==> src/rtl/dmem_arbiter_pkg.sv <==
// Shared types for the data-memory arbiter: access sizes, requester ids and
// the muxed request bundle that is handed to data_memory.
package dmem_arbiter_pkg;

  typedef enum logic [1:0] {
    BYTE      = 2'b00,
    HALF_WORD = 2'b01,
    WORD      = 2'b10
  } mem_size_t;

  typedef enum logic {
    ARB_CORE   = 1'b0,
    ARB_LOADER = 1'b1
  } arb_port_t;

  typedef struct packed {
    logic        we;
    mem_size_t   size;
    logic        zext;
    logic [31:0] addr;
    logic [31:0] wdata;
  } dmem_req_t;

  function automatic logic [2:0] size_bytes(input mem_size_t s);
    case (s)
      BYTE:      return 3'd1;
      HALF_WORD: return 3'd2;
      default:   return 3'd4;
    endcase
  endfunction

endpackage

==> src/rtl/dmem_arbiter_align_check.sv <==
// Combinational legality check for one memory access: natural alignment and
// containment of every touched byte inside the 2**ADDR_WIDTH window.
module dmem_align_check
  import dmem_arbiter_pkg::*;
#(
  parameter int ADDR_WIDTH = 16
) (
  input  logic [31:0] addr,
  input  mem_size_t   size,
  output logic        err
);

  localparam int LW = ADDR_WIDTH + 1;

  logic          misalign;
  logic          hi_nz;
  logic [LW-1:0] last_byte;

  always_comb begin
    misalign  = ((size == HALF_WORD) && addr[0]) ||
                ((size == WORD) && (addr[1:0] != 2'b00));
    hi_nz     = (addr >> ADDR_WIDTH) != 32'd0;
    // carry out of the window means the access runs past the top byte
    last_byte = {1'b0, addr[ADDR_WIDTH-1:0]} + LW'(size_bytes(size)) - LW'(1);
    err       = misalign || hi_nz || last_byte[ADDR_WIDTH];
  end

endmodule

==> src/rtl/dmem_arbiter.sv <==
// Two-requester front end for the single-port data memory: core-priority
// arbitration with bounded loader starvation, error filtering, 1-cycle response.
module dmem_arbiter
  import dmem_arbiter_pkg::*;
#(
  parameter int ADDR_WIDTH   = 16,
  parameter int STARVE_LIMIT = 4
) (
  input  logic        clk,
  input  logic        rst,
  // core port
  input  logic        c_req_valid,
  output logic        c_req_ready,
  input  logic        c_req_we,
  input  mem_size_t   c_req_size,
  input  logic        c_req_zext,
  input  logic [31:0] c_req_addr,
  input  logic [31:0] c_req_wdata,
  output logic        c_resp_valid,
  output logic [31:0] c_resp_rdata,
  output logic        c_resp_err,
  // loader port
  input  logic        l_req_valid,
  output logic        l_req_ready,
  input  logic        l_req_we,
  input  mem_size_t   l_req_size,
  input  logic        l_req_zext,
  input  logic [31:0] l_req_addr,
  input  logic [31:0] l_req_wdata,
  output logic        l_resp_valid,
  output logic [31:0] l_resp_rdata,
  output logic        l_resp_err,
  // memory side
  output logic        dmem_reg,
  output logic        dmem_wr_en,
  output mem_size_t   dmem_data_size,
  output logic        dmem_zero_extend,
  output logic [31:0] dmem_addr,
  output logic [31:0] dmem_wr_data,
  input  logic [31:0] dmem_rd_data
);

  localparam int            CW    = 4;
  localparam logic [CW-1:0] LIMIT = CW'(STARVE_LIMIT);

  dmem_req_t     c_req, l_req, sel_req;
  logic          gnt_c, gnt_l, gnt_any;
  logic          chk_err, acc_ok;

  logic [CW-1:0] starve_cnt_q, starve_cnt_d;
  logic          resp_vld_q, resp_vld_d;
  logic          resp_err_q, resp_err_d;
  arb_port_t     resp_port_q, resp_port_d;
  logic [31:0]   resp_rdata_q, resp_rdata_d;

  assign c_req = '{we: c_req_we, size: c_req_size, zext: c_req_zext,
                   addr: c_req_addr, wdata: c_req_wdata};
  assign l_req = '{we: l_req_we, size: l_req_size, zext: l_req_zext,
                   addr: l_req_addr, wdata: l_req_wdata};

  // loader wins only once the core has had STARVE_LIMIT grants in a row
  always_comb begin
    gnt_l       = l_req_valid && (!c_req_valid || (starve_cnt_q == LIMIT));
    gnt_c       = c_req_valid && !gnt_l;
    gnt_any     = gnt_c || gnt_l;
    sel_req     = gnt_l ? l_req : c_req;
    c_req_ready = gnt_c;
    l_req_ready = gnt_l;
  end

  always_comb begin
    starve_cnt_d = starve_cnt_q;
    if (!l_req_valid || gnt_l)
      starve_cnt_d = '0;
    else if (gnt_c && (starve_cnt_q != LIMIT))
      starve_cnt_d = starve_cnt_q + CW'(1);
  end

  dmem_align_check #(.ADDR_WIDTH(ADDR_WIDTH)) u_align_check (
    .addr (sel_req.addr),
    .size (sel_req.size),
    .err  (chk_err)
  );

  always_comb begin
    acc_ok           = gnt_any && !chk_err;
    dmem_reg         = acc_ok;
    dmem_wr_en       = acc_ok && sel_req.we;
    dmem_data_size   = acc_ok ? sel_req.size : BYTE;
    dmem_zero_extend = acc_ok && sel_req.zext;
    dmem_addr        = acc_ok ? sel_req.addr  : 32'd0;
    dmem_wr_data     = acc_ok ? sel_req.wdata : 32'd0;
  end

  always_comb begin
    resp_vld_d   = gnt_any;
    resp_port_d  = gnt_l ? ARB_LOADER : ARB_CORE;
    resp_err_d   = gnt_any && chk_err;
    resp_rdata_d = (acc_ok && !sel_req.we) ? dmem_rd_data : 32'd0;
  end

  always_ff @(posedge clk or posedge rst) begin
    if (rst) begin
      starve_cnt_q <= '0;
      resp_vld_q   <= 1'b0;
      resp_err_q   <= 1'b0;
      resp_port_q  <= ARB_CORE;
      resp_rdata_q <= '0;
    end else begin
      starve_cnt_q <= starve_cnt_d;
      resp_vld_q   <= resp_vld_d;
      resp_err_q   <= resp_err_d;
      resp_port_q  <= resp_port_d;
      resp_rdata_q <= resp_rdata_d;
    end
  end

  always_comb begin
    c_resp_valid = resp_vld_q && (resp_port_q == ARB_CORE);
    l_resp_valid = resp_vld_q && (resp_port_q == ARB_LOADER);
    c_resp_err   = c_resp_valid && resp_err_q;
    l_resp_err   = l_resp_valid && resp_err_q;
    c_resp_rdata = c_resp_valid ? resp_rdata_q : 32'd0;
    l_resp_rdata = l_resp_valid ? resp_rdata_q : 32'd0;
  end

endmodule

==> config.mk <==
export PLATFORM = sky130hd
export DESIGN_NAME = dmem_arbiter
export DESIGN_NICKNAME = d
export VERILOG_FILES = /design/src/rtl/dmem_arbiter_pkg.sv /design/src/rtl/dmem_arbiter_align_check.sv /design/src/rtl/dmem_arbiter.sv
export SDC_FILE = /design/constraint.sdc
export NUM_CORES = 1
export LEC_CHECK = 0
export CORE_AREA = 2 2 122 124
export DETAILED_ROUTE_END_ITERATION = 7
export DIE_AREA = 0 0 124 126
export GPL_ROUTABILITY_DRIVEN = 0
export GPL_TIMING_DRIVEN = 0
export PLACE_DENSITY = 0.77
export SETUP_SLACK_MARGIN = 0.3
export SLEW_MARGIN = 10
export SYNTH_ARGS = -nofsm -noshare
export SYNTH_HDL_FRONTEND = slang
export SYNTH_HIERARCHICAL = 1
export SYNTH_SLANG_ARGS = --single-unit
==> constraint.sdc <==
create_clock -name clk -period 12 [get_ports clk]
set_input_delay 1.8 -clock clk [delete_from_list [all_inputs] [get_ports clk]]
set_output_delay 1.8 -clock clk [all_outputs]
set_load 0.01 [all_outputs]
==> metrics.md, run 1 <==
| Metric | Value |
|---|---|
| Largest net degree at the start of global routing | `38` |
| Comb pwr share | `30.4%` |
| Row count | `44` |
| Type of the tightest min-delay check | `flop to flop` |
| P_leak | `0.00306 uW` |
| Pre-CTS setup slack | `3650 ps` |
| Switching pwr | `98.1 uW` |
| Max Cap Viol | `0` |
| Clk root buf | `clkbuf_16` |
| Pre-antenna DRT Iters | `4` |
| Switching part of the total power | `24.9%` |
| RSZ-0062 raised after global routing | `false` |
| Setup Crit Path Kind | `input pin to output pin` |
| Setup crit end kind | `output pin` |
| CTS Sinks | `39` |
| H-tree levels | `2` |
| Slew Limit Fails | `0` |
| Count of unique library cells instantiated by Yosys | `39` |
| Final setup vio count | `0` |
| Mean post-synth cell area | `9.25 sq um` |
| Cts hold-fix bufs | `0` |
| Cell taking the most area after synthesis | `dfrtp_1` |
| Slew HR | `62.1%` |
| Sequential Power Share | `33.9%` |
| Die Wd | `124 microns` |
| Routed vias | `4459` |
| Final hold vios | `0` |
| Crit share post-route | `68.6%` |
| CP cell instances | `clkdlybuf4s50_1 > and4b_4 > nor2_4 > buf_4 > mux2_2 > inv_1 > ha_1 > inv_1 > ha_1 > o2111ai_1 > a2111oi_0 > or4_1 > nand3_1 > nor3b_1 > buf_2 > buf_2 > a22o_1 > clkdlybuf4s50_1` |
| Num ports | `311` |
| Initial antenna violation count | `3` |
| Detailed Route Iter0 Violations | `243` |
| CTS Buf Count | `5` |
| Cts repair resizes | `0` |
| CP bufs+invs | `7` |
| Fin worst setup slack | `3770 ps` |
| CP delay by family, top | `buffers and inverters` |
| Die area | `15600 sq um` |
| Tot Pwr | `394 uW` |
| CTS tree | `yes` |
| Mapped Area | `3760 sq um` |
| PD cells | `54.2 nW/um^2` |
| Cells after Synth | `406` |
| Power share of the clock group | `35.7%` |
| Layout net count | `914` |
| Total track usage | `18.8%` |
| Slew @ Worst Pin | `567 ps` |
| HPWL Detailed | `12.7 mm` |
| Die Span Y | `126 microns` |
| Routed wire length | `15.6 mm` |
| Critical Path AT | `6430 ps` |
| Critical Path Start Type | `input pin` |
| Outcome | `finished clean` |
| Grt total ovfl | `0` |
| Routed length per instance | `17.1 microns` |
| Sequential-to-total area share from yosys stat | `26.0%` |
| DR vias/cell | `4.89` |
| Clock Skews | `5.16 ps` |
| Max VDD drop | `0.0528 mV` |
| Yosys top cell area share | `26.0%` |
| Core ar. | `14300 sq um` |
| Syn_nets | `596` |
| Hold Slack | `480 ps` |
| #FFs+latches synth | `39` |
| Worst Path Required | `10200 ps` |
| Number of global-route vias before repair | `4307` |
| Setup tns final | `0 ps` |
| Peak Freq | `122 MHz` |
| Residual DRC | `0` |
| CP max stage cell | `clkdlybuf4s50_1` |
| Initial Util | `26.2%` |
| I/O Buffers | `310` |
| Area growth syn-to-layout | `93.7%` |
| Longest Clk Path Bufs | `2` |
| Dominant cells by area after synthesis | `dfrtp_1 (26%), a22o_1 (16%), mux2_2 (10%), a32o_1 (8.5%), ha_1 (6.0%)` |
| Crit Path Max Fanout | `10` |
| Final Core Density | `50.8%` |
| Setup bufs post-CTS | `0` |
| Share of layout cells above drive strength 1 | `10.5%` |
| Clock Latency Late Sink | `280 ps` |
| Fin crit period | `8230 ps` |
| CP peak stage delay | `560 ps` |
| Fill count | `1341` |
| Internal cell power | `296 uW` |
| First-pass GRT wire length | `23.1 mm` |
| Final antenna-violating net count | `0` |
| Yosys warning count | `6` |
| Clock slew at reported path FFs | `60 ps` |
## power by group through the flow
stage	combinational (uW)	sequential, uW	clock (uW)
2_1_floorplan	45.0	135	0
3_3_place_gp	118	136	0
3_5_place_dp	120	136	0
4_1_cts	121	134	144
5_1_grt	132	134	150
6_report	120	134	141
## layer usage
metal | share of wire [%] | vias up | GRT usage [%]
li1 | - | 2171 | -
met1 | 41 | 2107 | 23.5
met2 | 50 | 165 | 32.5
met3 | 8.6 | 14 | 5.43
met4 | 0.96 | 2 | 2.97
met5 | 0.071 | - | 0
## cell usage in the layout, fill, tap and decap left out, drive strengths merged
cell type / instances
clkdlybuf4s50: 310
a22o: 68
dfrtp: 39
nor2b: 36
and2: 35
mux2: 34
and3: 34
a32o: 32
buf: 26
inv: 25
clkbuf: 22
ha: 18
nor2: 8
a21oi: 5
nand2: 4
nor4: 4
nand3: 3
nand4: 3
diode: 2
nor3: 2
or2: 1
and4b: 1
nor3b: 1
o21ba: 1
nand3b: 1
xor2: 1
xnor2: 1
clkinvlp: 1
a311oi: 1
o21a: 1
o221ai: 1
a21o: 1
a221oi: 1
o2111ai: 1
a2111oi: 1
or4: 1
o31ai: 1
## registers in the layout (all words and copies together), names as in the netlist
| name | count |
|---|---|
| resp_err_q | 1 |
| resp_port_q | 1 |
| starve_cnt_q | 4 |
| resp_rdata_q | 32 |
| resp_vld_q | 1 |
## logic make-up after synthesis
kind of cell               share of synthesized area [%]
and+or+nand+nor                                     22.0
adders and majority gates                           6.00
xor gates and xnor gates                           0.466
muxes                                               10.2
AOI/OAI and AO/OA                                   27.3
buffers and inverters                               8.09
DFF                                                 26.0
## area by class of cell
type                       count  area (sq um)  share of cell area [%]
buffer                        40           210                    2.89
inverter                      25          93.8                    1.29
clock inverter                 1          7.51                   0.103
sequential                    39           976                    13.4
clock buffer                   7           153                    2.10
timing repair buffer         311          3120                    42.9
tap                          184           230                    3.16
multi-input combinational    302          2480                    34.0
antenna                        2          5.00                  0.0688
## path summary, 6_finish.rpt
| check | startpoint | endpoint | slack (ps) | cells past startpoint |
|---|---|---|---|---|
| max in group asynchronous | rst | starve_cnt_q[3] | 9890 | 3 |
| min in group asynchronous | rst | resp_rdata_q[24] | 1710 | 2 |
| max | l_req_valid | dmem_wr_data[7] | 3770 | 18 |
| max reg2reg | starve_cnt_q[0] | resp_rdata_q[21] | 7730 | 17 |
| min reg2reg | starve_cnt_q[0] | starve_cnt_q[0] | 480 | 1 |
| min | starve_cnt_q[0] | starve_cnt_q[0] | 480 | 1 |
## through the flow
stage                     cell area, sq um  std cells
after floorplan                       3760        406
after global placement                7090        900
after detailed placement              7110        901
after CTS                             7270        909
after global routing                  7270        909
final                                 7270        911
## synth_stat cells
cell,instances
o2111ai_1,1
a32o_1,32
nor2_1,7
and2_1,35
nand3b_1,1
inv_2,1
clkbuf_1,15
nor3b_1,1
buf_4,4
xnor2_1,1
dfrtp_1,39
ha_1,18
nor2_4,1
o21a_1,1
and3_4,1
nor3_1,2
buf_2,18
nand4_1,3
o31ai_1,1
a311oi_1,1
a22o_1,68
mux2_2,34
and3_1,33
o221ai_1,1
nor2b_1,36
a2111oi_0,1
nor4_1,4
or2_2,1
or4_1,1
buf_6,3
nand3_1,3
nand2_1,4
and4b_4,1
a221oi_2,1
a21o_2,1
o21ba_1,1
inv_1,24
xor2_1,1
a21oi_1,5
No activity file was read; power rests on OpenSTA's default activity.
==> inputs of run 2 (changes only) <==
--- a/config.mk
+++ b/config.mk
@@ -10,7 +10,7 @@
 export DIE_AREA = 0 0 124 126
 export GPL_ROUTABILITY_DRIVEN = 0
 export GPL_TIMING_DRIVEN = 0
-export PLACE_DENSITY = 0.77
+export PLACE_DENSITY = 0.79
 export SETUP_SLACK_MARGIN = 0.3
 export SLEW_MARGIN = 10
 export SYNTH_ARGS = -nofsm -noshare
==> constraint.sdc (replaced) <==
create_clock -name clk -period 6.9 [get_ports clk]
set_input_delay 1.035 -clock clk [delete_from_list [all_inputs] [get_ports clk]]
set_output_delay 1.035 -clock clk [all_outputs]
set_load 0.01 [all_outputs]
==> metrics.md, run 2 (synthesis gave the netlist of run 1 again) <==
| Metric | Value |
|---|---|
| Setup crit end kind | `output pin` |
| Grt peak-use layer | `met2` |
| Final Core Density | `51.0% (+0.19 points)` |
| Routed vias | `4431 (-0.63%)` |
| Die area | `15600 sq um (unchanged)` |
| Crit share post-route | `92.3%` |
| Clock slew at reported path FFs | `60 ps (about the same)` |
| CTS Sinks | `39 (unchanged)` |
| Initial antenna violation count | `3 (unchanged)` |
| P_leak | `0.00307 uW (about the same)` |
| Setup Crit Path Kind | `input pin to output pin` |
| Non-filler cells, final | `912 (+0.11%)` |
| Final setup vio count | `0 (unchanged)` |
| Outcome | `finished clean` |
| H-tree levels | `2 (unchanged)` |
| Num ports | `311 (unchanged)` |
| Met2 usage | `32.1% (-0.36 points)` |
| Slew @ Worst Pin | `541 ps (-25.8 ps)` |
| Residual DRC | `0 (unchanged)` |
| Critical Path AT | `5330 ps (-1100 ps)` |
| CP max stage cell | `or4_1` |
| Initial Util | `26.2% (unchanged)` |
| Switching pwr | `170 uW (+73%)` |
| CTS Buf Count | `5 (unchanged)` |
| Die Span Y | `126 microns (unchanged)` |
| Internal reg-to-reg setup slack | `2860 ps (-4870 ps)` |
| HPWL Detailed | `12.9 mm (+1.3%)` |
| Clock Skews | `6.44 ps (+1.28 ps)` |
| Clk root buf | `clkbuf_16` |
| Fin worst setup slack | `534 ps (-3240 ps)` |
| Slew HR | `63.8% (+1.7 points)` |
| Final hold vios | `0 (unchanged)` |
| Commonest non-fill, non-tap cell in the layout | `clkdlybuf4s50_1` |
| Row count | `44 (unchanged)` |
| Type of the tightest min-delay check | `flop to flop` |
| I/O Buffers | `310 (unchanged)` |
| DR vias/cell | `4.86 (-0.74%)` |
| Crit Path Max Fanout | `10 (unchanged)` |
| Met1 usage in global routing | `23.6% (+0.14 points)` |
| Power share of the clock group | `33.3% (-2.4 points)` |
| Max VDD drop | `0.102 mV (+92%)` |
| Comb pwr share | `31.8% (+1.4 points)` |
| Routed wire length | `15.7 mm (+0.50%)` |
| Cts hold-fix bufs | `0 (unchanged)` |
| Sequential Power Share | `34.9% (+1.0 points)` |
| Layout net count | `916 (+0.22%)` |
| Internal cell power | `497 uW (+68%)` |
| Pre-antenna DRT Iters | `4 (unchanged)` |
| Final antenna-violating net count | `0 (unchanged)` |
| Number of global-route vias before repair | `4265 (-0.98%)` |
| CP cell instances | `clkdlybuf4s50_1 > and4b_4 > nor2_4 > buf_12 > buf_4 > mux2_2 > inv_1 > ha_1 > a21oi_1 > o21a_1 > o221ai_1 > or4_1 > nand3_2 > o21ba_1 > buf_2 > buf_6 > buf_6 > a22o_1 > clkdlybuf4s50_1` |
| Worst Path Required | `5860 ps (-4340 ps)` |
| Dpl cells | `901 (unchanged)` |
| Critical Path Start Type | `input pin` |
| Routed length per instance | `17.2 microns (+0.39%)` |
| RSZ-0062 raised after global routing | `false` |
| CTS tree | `yes` |
| CP delay by family, top | `buffers and inverters` |
| Total track usage | `18.9% (+0.096 points)` |
| Setup tns final | `0 ps (unchanged)` |
| Die Wd | `124 microns (unchanged)` |
| Slew Limit Fails | `0 (unchanged)` |
| Largest net degree at the start of global routing | `38 (unchanged)` |
| CP bufs+invs | `8 (+1)` |
| Core ar. | `14300 sq um (unchanged)` |
| GR Util met3 | `5.25% (-0.18 points)` |
| Area growth syn-to-layout | `94.4%` |
| Share of layout cells above drive strength 1 | `10.9% (+0.38 points)` |
| First-pass GRT wire length | `23.2 mm (+0.15%)` |
| Commonest cells after routing, fill and taps aside | `clkdlybuf4s50_1 (310), a22o_1 (68), dfrtp_1 (39)` |
| Fin crit period | `6370 ps` |
| Detailed Route Iter0 Violations | `221 (-9.1%)` |
| Longest Clk Path Bufs | `2 (unchanged)` |
| Largest register FFs | `32 (unchanged)` |
| PD cells | `91.3 nW/um^2 (+68%)` |
| Reg with most FFs | `resp_rdata_q` |
| CP peak stage delay | `540 ps (-20 ps)` |
| Max Cap Viol | `0 (unchanged)` |
| Peak Freq | `157 MHz` |
| Pre-CTS setup slack | `74.0 ps (-3580 ps)` |
| Switching part of the total power | `25.5% (+0.59 points)` |
| Clock Latency Late Sink | `280 ps (about the same)` |
| Biggest registers after layout | `resp_rdata_q x32, starve_cnt_q x4` |
| Grt total ovfl | `0 (unchanged)` |
[run 2: cell count changes in the layout (fill, tap and decap cells not counted), sizes merged]
cell	delta
buf	-1
clkbuf	+2
clkinv	+1
diode	-1
[run 2: power groups by stage]
stage                     sequential, uW  clock, uW  combinational, uW
after floorplan                      236          0               78.2
after global placement               237          0                204
after detailed placement             237          0                209
after CTS                            232        231                211
after global routing                 233        238                232
final                                232        222                212
[run 2: final cells by class]
cell class,instances,area [sq um]
multi-input combinational,302,2490
tap,184,230
sequential,39,976
antenna,1,2.50
clock buffer,6,129
clock inverter,2,12.5
timing repair buffer,313,3150
inverter,25,93.8
buffer,40,220
fill,1342,7010
[run 2: worst paths after layout]
path	startpoint	cells after the start	to
worst max-delay path	l_req_valid	19	dmem_wr_data[24]
worst min-delay path	starve_cnt_q[0]	1	starve_cnt_q[0]
worst max register to register	starve_cnt_q[0]	17	resp_rdata_q[11]
worst min register to register	starve_cnt_q[0]	1	starve_cnt_q[0]
max in group asynchronous	rst	3	resp_port_q
min in group asynchronous	rst	2	resp_rdata_q[28]
[run 2: metrics by stage]
stage | cell area [sq um] | hold WS (ps) | total power, uW
after detailed placement | 7110 | 500 | 446
final | 7300 | 498 | 666
after global routing | 7300 | 549 | 703
after global placement | 7090 | 475 | 440
after CTS | 7260 | 506 | 674
after floorplan | 3760 | 453 | 314
[run 2: routing by layer]
metal  part of all wire [%]  vias to the layer above
li1                       -                     2175
met1                     40                     2056
met2                     49                      177
met3                    8.8                       21
met4                    1.7                        2
met5                  0.083                        -
[run 2: repair_timing]
action | 4_1_cts | 5_1_grt
pin swaps | 0 | 1
setup buffers | 0 | 2
resized for setup | 3 | 4
endpoints found under the setup margin | 68 | 68
==> inputs of run 3 (changes only) <==
--- a/config.mk
+++ b/config.mk
@@ -10,7 +10,7 @@
 export DIE_AREA = 0 0 124 126
 export GPL_ROUTABILITY_DRIVEN = 0
 export GPL_TIMING_DRIVEN = 0
-export PLACE_DENSITY = 0.79
+export PLACE_DENSITY = 0.76
 export SETUP_SLACK_MARGIN = 0.3
 export SLEW_MARGIN = 10
 export SYNTH_ARGS = -nofsm -noshare
==> metrics.md, run 3 (synthesis gave the netlist of run 1 again) <==
| Metric | Value |
|---|---|
| Routed wire length | `16.2 mm (+3.4%)` |
| Core ar. | `14300 sq um (unchanged)` |
| Type of the tightest min-delay check | `flop to flop` |
| Die Wd | `124 microns (unchanged)` |
| Critical Path Start Type | `input pin` |
| Reg2reg start | `starve_cnt_q[0]` |
| Grt total ovfl | `0 (unchanged)` |
| First-pass GRT wire length | `24.3 mm (+4.8%)` |
| Routed vias | `4604 (+3.9%)` |
| Final hold vios | `0 (unchanged)` |
| RSZ-0062 raised after global routing | `false` |
| Hold Crit Start | `starve_cnt_q[0]` |
| CTS tree | `yes` |
| Die Span Y | `126 microns (unchanged)` |
| Dpl cells | `901 (unchanged)` |
| Final setup vio count | `0 (unchanged)` |
| PD cells | `97.6 nW/um^2 (+6.9%)` |
| Initial Util | `26.2% (unchanged)` |
| Clock slew at reported path FFs | `60 ps (about the same)` |
| Non-filler cells, final | `912 (unchanged)` |
| Critical Path AT | `5280 ps (-50 ps)` |
| Clk root buf | `clkbuf_16` |
| Layout net count | `917 (+0.11%)` |
| DR vias/cell | `5.05 (+3.9%)` |
| Clock Latency Late Sink | `280 ps (about the same)` |
| Commonest cells after routing, fill and taps aside | `clkdlybuf4s50_1 (310), a22o_1 (68), dfrtp_1 (39)` |
| Residual DRC | `0 (unchanged)` |
| Slew HR | `61.6% (-2.3 points)` |
| Initial antenna violation count | `2 (-1)` |
| Num ports | `311 (unchanged)` |
| Largest register FFs | `32 (unchanged)` |
| Area growth syn-to-layout | `95.3%` |
| R2R cell count | `19 (+2)` |
| Total track usage | `19.5% (+0.62 points)` |
| Worst Path Required | `5860 ps (about the same)` |
| Clock Skews | `4.21 ps (-2.23 ps)` |
| Fill count | `1288 (-4.0%)` |
| Crit share post-route | `91.6% (-0.71 points)` |
| CTS Sinks | `39 (unchanged)` |
| Slew Limit Fails | `0 (unchanged)` |
| Die area | `15600 sq um (unchanged)` |
| I/O Buffers | `310 (unchanged)` |
| Max VDD drop | `0.144 mV (+41%)` |
| Row count | `44 (unchanged)` |
| Largest net degree at the start of global routing | `40 (+5.3%)` |
| Setup crit end kind | `output pin` |
| Slew @ Worst Pin | `575 ps (+33.7 ps)` |
| Detailed Route Iter0 Violations | `248 (+12%)` |
| Crit Path Max Fanout | `10 (unchanged)` |
| Longest Clk Path Bufs | `2 (unchanged)` |
| Biggest registers after layout | `resp_rdata_q x32, starve_cnt_q x4` |
| Commonest non-fill, non-tap cell in the layout | `clkdlybuf4s50_1` |
| Share of layout cells above drive strength 1 | `11.3% (+0.40 points)` |
| Max Cap Viol | `0 (unchanged)` |
| Setup tns final | `0 ps (unchanged)` |
| Hold endpoint | `starve_cnt_q[0]` |
| ANT cells | `0 (-1)` |
| Routed length per instance | `17.8 microns (+3.4%)` |
| Reg with most FFs | `resp_rdata_q` |
| Final antenna-violating net count | `0 (unchanged)` |
| H-tree levels | `2 (unchanged)` |
| Worst hold path depth | `1 (unchanged)` |
| CTS Buf Count | `5 (unchanged)` |
| P_leak | `0.00309 uW (+0.72%)` |
| Final Core Density | `51.3% (+0.24 points)` |
| Setup Crit Path Kind | `input pin to output pin` |
| Pre-antenna DRT Iters | `6 (+2)` |
| HPWL Detailed | `13.4 mm (+4.3%)` |
| Peak Freq | `158 MHz (+0.77%)` |
| Outcome | `finished clean` |
| Number of global-route vias before repair | `4670 (+9.5%)` |
| Internal reg-to-reg setup slack | `2850 ps (about the same)` |
| FF-to-FF End | `resp_rdata_q[4]` |
| Fin crit period | `6320 ps (-48.7 ps)` |
-- run 3: per-layer routing --
metal / wire length (microns) / global-route usage, %
met2: 8100 / 34.4
met1: 6570 / 24.2
met4: 248 / 4.16
met3: 1260 / 4.26
met5: 16 / 0
-- run 3: layout make-up --
type                    count  area [sq um]  area share [%]
flip-flops and latches     39           976            13.3
inverters                  25          93.8            1.28
well taps                 184           230            3.14
clock buffers               5           125            1.71
multi-input cells         302          2490            33.9
plain buffers              40           218            2.97
clock inverters             3          46.3           0.631
repair buffers            314          3160            43.0
-- run 3: what timing repair did --
| item | 4_1_cts | 5_1_grt |
|---|---|---|
| hold buffers | 0 | 0 |
| gates resized for setup | 4 | 3 |
| pin swaps | 1 | 0 |
| setup buffers | 2 | 1 |
| setup endpoints to repair | 68 | 68 |
-- run 3: critical path: stages --
cell and delay [ps]:
clkdlybuf4s50_1 460, and4b_4 250, nor2_4 120, buf_4 200, mux2_2 350, inv_1 70
ha_1 140, inv_1 40, ha_1 290, o2111ai_1 140, a2111oi_2 370, or4_1 180
nand3_2 140, o21ba_1 270, buf_2 160, buf_2 270, a22o_1 220, clkdlybuf4s50_1 560
-- run 3: worst max-delay path by stage --
stage / start / to / slack (ps)
finish: l_req_valid / dmem_wr_data[3] / 580
global route: l_req_valid / dmem_wr_en / 360
CTS: l_req_valid / dmem_wr_en / 440
detailed placement: l_req_valid / dmem_wr_data[3] / 20
global placement: l_req_valid / dmem_wr_data[3] / 110
floorplan: l_req_valid / dmem_wr_data[11] / 1750
-- run 3: power breakdown --
part           switching, uW  internal [uW]
Combinational           81.7            134
Clock                   96.3            172
Sequential              2.12            230
-- run 3: metrics by stage --
step           instance area [sq um]  power [uW]  setup WS [ps]  hold slack (ps)
2_1_floorplan                   3760         314           1750              453
3_3_place_gp                    7090         439            111              464
6_report                        7340         716            583              493
5_1_grt                         7340         749            362              528
4_1_cts                         7320         720            440              498
3_5_place_dp                    7110         448           20.8              489
